File: src/rtl/grf_wb_arbiter.sv
// rtl/grf_wb_arbiter.sv - register-file write-port arbiter with MDU result FIFO and busy scoreboard
//
// Ports:
//   clk, reset               clock, asynchronous active-high reset
//   pipe_we/addr/data/pc     in-order pipeline writeback (never stalled, wins arbitration)
//   mdu_valid/ready/addr/... multi-cycle unit result handshake into the FIFO
//   iss_valid/iss_addr       MDU issue, marks the destination register busy
//   rs_addr/rt_addr          decode source registers; rs_busy/rt_busy report pending MDU writes
//   hold_req                 upstream must keep pipe_we low next cycle so the full FIFO can drain
//   grf_we/a3/wd/wpc         registered register-file write port
//   buf_count                FIFO occupancy
module grf_wb_arbiter #(
    parameter int BUF_DEPTH = 2,
    parameter int CNT_W     = 2
) (
    input  logic             clk,
    input  logic             reset,
    input  logic             pipe_we,
    input  logic [4:0]       pipe_addr,
    input  logic [31:0]      pipe_data,
    input  logic [31:0]      pipe_pc,
    input  logic             mdu_valid,
    output logic             mdu_ready,
    input  logic [4:0]       mdu_addr,
    input  logic [31:0]      mdu_data,
    input  logic [31:0]      mdu_pc,
    input  logic             iss_valid,
    input  logic [4:0]       iss_addr,
    input  logic [4:0]       rs_addr,
    input  logic [4:0]       rt_addr,
    output logic             rs_busy,
    output logic             rt_busy,
    output logic             hold_req,
    output logic             grf_we,
    output logic [4:0]       grf_a3,
    output logic [31:0]      grf_wd,
    output logic [31:0]      grf_wpc,
    output logic [CNT_W-1:0] buf_count
);

    localparam int                PTR_W   = (BUF_DEPTH > 1) ? $clog2(BUF_DEPTH) : 1;
    localparam logic [CNT_W-1:0]  DEPTH_C = CNT_W'(BUF_DEPTH);

    logic [4:0]       fifo_addr [BUF_DEPTH];
    logic [31:0]      fifo_data [BUF_DEPTH];
    logic [31:0]      fifo_pc   [BUF_DEPTH];
    logic [PTR_W-1:0] wr_ptr;
    logic [PTR_W-1:0] rd_ptr;
    logic [CNT_W-1:0] count;
    logic [CNT_W-1:0] count_next;
    logic [31:0]      busy;
    logic [31:0]      busy_next;
    logic             pipe_req;
    logic             push;
    logic             pop;
    logic [4:0]       head_addr;

    // Ready depends only on registered occupancy: a pop in the same cycle does
    // not free a slot for the incoming result.
    assign mdu_ready  = (count < DEPTH_C);
    assign pipe_req   = pipe_we && (pipe_addr != 5'd0);
    // $0 results complete the handshake but are dropped.
    assign push       = mdu_valid && mdu_ready && (mdu_addr != 5'd0);
    // Only entries already stored at the start of the cycle can be popped.
    assign pop        = !pipe_req && (count != '0);
    assign count_next = count + CNT_W'(push) - CNT_W'(pop);
    assign head_addr  = fifo_addr[rd_ptr];
    assign buf_count  = count;

    assign rs_busy = (rs_addr != 5'd0) && busy[rs_addr];
    assign rt_busy = (rt_addr != 5'd0) && busy[rt_addr];

    // Clear before set so an issue to the address being retired stays busy.
    always_comb begin
        busy_next = busy;
        if (pop) begin
            busy_next[head_addr] = 1'b0;
        end
        if (iss_valid && (iss_addr != 5'd0)) begin
            busy_next[iss_addr] = 1'b1;
        end
    end

    always_ff @(posedge clk) begin
        if (push) begin
            fifo_addr[wr_ptr] <= mdu_addr;
            fifo_data[wr_ptr] <= mdu_data;
            fifo_pc[wr_ptr]   <= mdu_pc;
        end
    end

    always_ff @(posedge clk or posedge reset) begin
        if (reset) begin
            wr_ptr   <= '0;
            rd_ptr   <= '0;
            count    <= '0;
            busy     <= '0;
            hold_req <= 1'b0;
            grf_we   <= 1'b0;
            grf_a3   <= 5'd0;
            grf_wd   <= 32'd0;
            grf_wpc  <= 32'd0;
        end else begin
            if (push) begin
                wr_ptr <= wr_ptr + PTR_W'(1);
            end
            if (pop) begin
                rd_ptr <= rd_ptr + PTR_W'(1);
            end
            count    <= count_next;
            busy     <= busy_next;
            hold_req <= (count_next == DEPTH_C);
            if (pipe_req) begin
                grf_we  <= 1'b1;
                grf_a3  <= pipe_addr;
                grf_wd  <= pipe_data;
                grf_wpc <= pipe_pc;
            end else if (pop) begin
                grf_we  <= 1'b1;
                grf_a3  <= head_addr;
                grf_wd  <= fifo_data[rd_ptr];
                grf_wpc <= fifo_pc[rd_ptr];
            end else begin
                grf_we  <= 1'b0;
            end
        end
    end

endmodule
File: config.mk
export PLATFORM = sky130hd
export DESIGN_NAME = grf_wb_arbiter
export DESIGN_NICKNAME = d
export VERILOG_FILES = /design/src/rtl/grf_wb_arbiter.sv
export SDC_FILE = /design/constraint.sdc
export NUM_CORES = 1
export LEC_CHECK = 0
export ABC_AREA = 0
export BUFFER_PORTS_ARGS = -buffer_cell sky130_fd_sc_hd__buf_2
export CORE_UTILIZATION = 35
export CTS_CLUSTER_SIZE = 20
export DETAILED_ROUTE_END_ITERATION = 7
export GPL_ROUTABILITY_DRIVEN = 0
export GPL_TIMING_DRIVEN = 0
export PLACE_DENSITY = 0.58
export SYNTH_ARGS = -nofsm -noshare
export SYNTH_HDL_FRONTEND = slang
export SYNTH_SLANG_ARGS = --single-unit
export TNS_END_PERCENT = 100
File: constraint.sdc
create_clock -name clk -period 9.45 [get_ports clk]
set_input_delay 1.89 -clock clk [delete_from_list [all_inputs] [get_ports clk]]
set_output_delay 1.89 -clock clk [all_outputs]
set_load 0.02 [all_outputs]
==> summary.txt <==
status: finished, final reports clean
CP endpoint kind: output port
worst path required time: 7.56 ns
area growth from synthesis to layout: 25.36%
H-Tree Depth: 1
Max clock buf depth: 3
TritonCTS Sinks: 245
Final Core Density: 0.4479
Sw Pwr: 1.347 mW
Slew Limit Fails: 0
EDFF count, synth: 138
sequential area share after synthesis: 0.6616
synthesized area: 0.01031 mm2
setup TNS: 0 ns
number of remaining DRC errors: 0
Main synth FF type: edfxtp_1
I/O pins: 234
# setup viols final: 0
most common cell in the netlist: edfxtp_1
FMAX: 174.8 MHz
Num CTS Buffers: 27
Die W: 173.6 um
Initial Util: 0.3573
#FFs+latches synth: 245
worst setup path end: rt_busy
Clk pwr share: 0.271
CTS tree: done
cell taking the most area after synthesis: edfxtp_1
Row Count: 62
slack of the critical path: 3.729 ns
Synth top area share: 0.4019
RR Startpoint: buf_count[1]
Slew @ Worst Pin: 1.034 ns
worst-skew pair later-pin latency: 0.56 ns
Post-DP HPWL: 19.66 mm
Leak: 5.500 nW
Initial DRT Pass Iterations: 5
Worst setup SP type: input pin
Die ar.: 0.03015 mm2
CP Class: input pin to output port
ys async rst share: 0.4367
Worst EP arrival: 3.83 ns
layout cell share with drive strength beyond 1: 0.2875
routed vias: 7429
clock-pin slew of the registers on the worst-case setup and hold paths: 0.06 ns
crit-path max FO: 7
Final Cycle Share: 0.6053
Root Buffer: clkbuf_16
Post-DRT Antenna Nets: 0
post-CTS repair timing setup buffer count: 0
pwr dens: 293.3 mW/mm2
core area: 0.02886 mm2
vias in the first global route: 7476
worst r2r path cells: 9
worst reg2reg path endpoint: hold_req
worst hold path type: flop to flop
critical path launch point: rt_addr[0]
Avg Cell Area, Syn: 12.73 um2
DR iter-0 viols: 414
Internal: 2.444 mW
Synth Instances: 810
post_cts resized: 0
post-layout min period: 5.721 ns
Rel. slew slack: 0.3079
Place WS: 3.725 ns
RSZ-0062 raised after global routing: false
via/cell ratio: 5.016
nets: 1231
CTS Hold Buffers Added: 0
Sw Share: 0.3553
first-pass GRT wire length: 43.78 mm
synth cell count leaders: 138 x edfxtp_1, 107 x dfrtp_1, 96 x o21ai_0, 90 x nand2_1, 75 x mux2i_1
Global Route Usage Sum: 0.1874
Die Height: 173.6 um
GRT overflow: 0
post-synthesis cell type count: 39
Hold Fails Final Rpt: 0
IR drop worst, VDD: 0.1523 mV
drt total wl: 28.10 mm
largest net degree at the start of global routing: 59
reg2reg setup slack: 6.44 ns
MaxCap Viol Count: 0
Routed WL per cell: 18.97 um
Port Buffers: 227
Mapped Nets: 970
worst hold slack: 0.5335 ns
power share of the combinational group: 0.328
initial antenna violation count: 9
top cells by area, synth: edfxtp_1 40%, dfrtp_1 26%, mux2i_1 7.3%
clk_skew: 0.02557 ns
sequential share of power: 0.402
YS warnings: 0
-- stage by stage --
stage                     instances  instance area [um2]  power (mW)
after floorplan                 810                10310       2.352
after global placement         1421                11930       2.777
after detailed placement       1426                12060       2.801
after CTS                      1476                12910       3.843
after global routing           1477                12920       4.012
final                          1481                12930       3.791
-- registers in the layout, summed over array words and instances, names as in the netlist --
| register | count |
|---|---|
| hold_req | 1 |
| rd_ptr | 1 |
| busy | 32 |
| fifo_data | 64 |
| grf_we | 1 |
| fifo_pc | 64 |
| wr_ptr | 1 |
| fifo_addr | 10 |
| grf_a3 | 5 |
| grf_wd | 32 |
| buf_count | 2 |
| grf_wpc | 32 |
-- how the worst min path moves through the flow --
stage	start	end	depth (start not counted)
2_1_floorplan	wr_ptr	wr_ptr	1
3_3_place_gp	wr_ptr	wr_ptr	1
3_5_place_dp	busy[30]	busy[30]	2
4_1_cts	busy[12]	busy[12]	2
5_1_grt	busy[0]	busy[0]	1
6_report	busy[18]	busy[18]	2
-- critical path, cell delays in order --
cell and delay, ns:
clkbuf_1 0.43, mux4_2 0.57, mux2i_1 0.20, nor3b_1 0.08, or4_1 0.49, buf_2 0.17
-- layout by cell type, fill, tap and decap left out, drive strengths merged, types with 3 or more instances in the layout --
| master | netlist | routed |
|---|---|---|
| a21oi | 66 | 66 |
| and3b | 3 | 3 |
| buf | 12 | 244 |
| clkbuf | 37 | 71 |
| clkinv | 0 | 12 |
| dfrtp | 107 | 107 |
| diode | 0 | 5 |
| edfxtp | 138 | 138 |
| inv | 19 | 21 |
| mux2 | 3 | 3 |
| mux2i | 76 | 76 |
| mux4 | 15 | 15 |
| nand2 | 90 | 90 |
| nand3 | 3 | 3 |
| nand3b | 6 | 6 |
| nor2 | 74 | 74 |
| nor3b | 6 | 6 |
| o21ai | 96 | 96 |
| o221ai | 15 | 15 |
| o41ai | 16 | 16 |
| or3b | 3 | 3 |
| or4 | 3 | 3 |
| xnor2 | 3 | 3 |
-- metal layers --
metal / vias to the layer above / global-route usage / share of wire
met1: 3642 / 0.2404 / 0.42
li1: 3508 / - / -
met4: 8 / 0.05629 / 0.022
met3: 43 / 0.04693 / 0.066
met5: - / 0 / 0.0015
met2: 228 / 0.3126 / 0.49
-- final cells by class --
type / instances / area [um2]
Antenna cell: 5 / 12.51
Buffer: 49 / 217.7
Clock buffer: 34 / 711.9
Clock inverter: 16 / 146.4
Fill cell: 2796 / 15930
Inverter: 19 / 76.32
Multi-Input combinational cell: 497 / 3216
Sequential cell: 245 / 6822
Tap cell: 384 / 480.5
Timing Repair Buffer: 232 / 1244
-- power by group through the flow --
stage | clock network, mW | registers [mW] | logic [mW]
floorplan | 0 | 1.66 | 0.696
global placement | 0 | 1.56 | 1.22
detailed placement | 0 | 1.54 | 1.26
CTS | 1.05 | 1.52 | 1.27
global route | 1.09 | 1.55 | 1.37
finish | 1.03 | 1.52 | 1.24
-- logic make-up after synthesis --
kind of cell / synth area share
mux: 0.1102
compound gates: 0.1095
simple gates: 0.08494
xor+xnor: 0.003398
buf+inv: 0.02803
flops: 0.6616
fa+ha+maj: 0.002427
(Power assumes the default switching activity.)
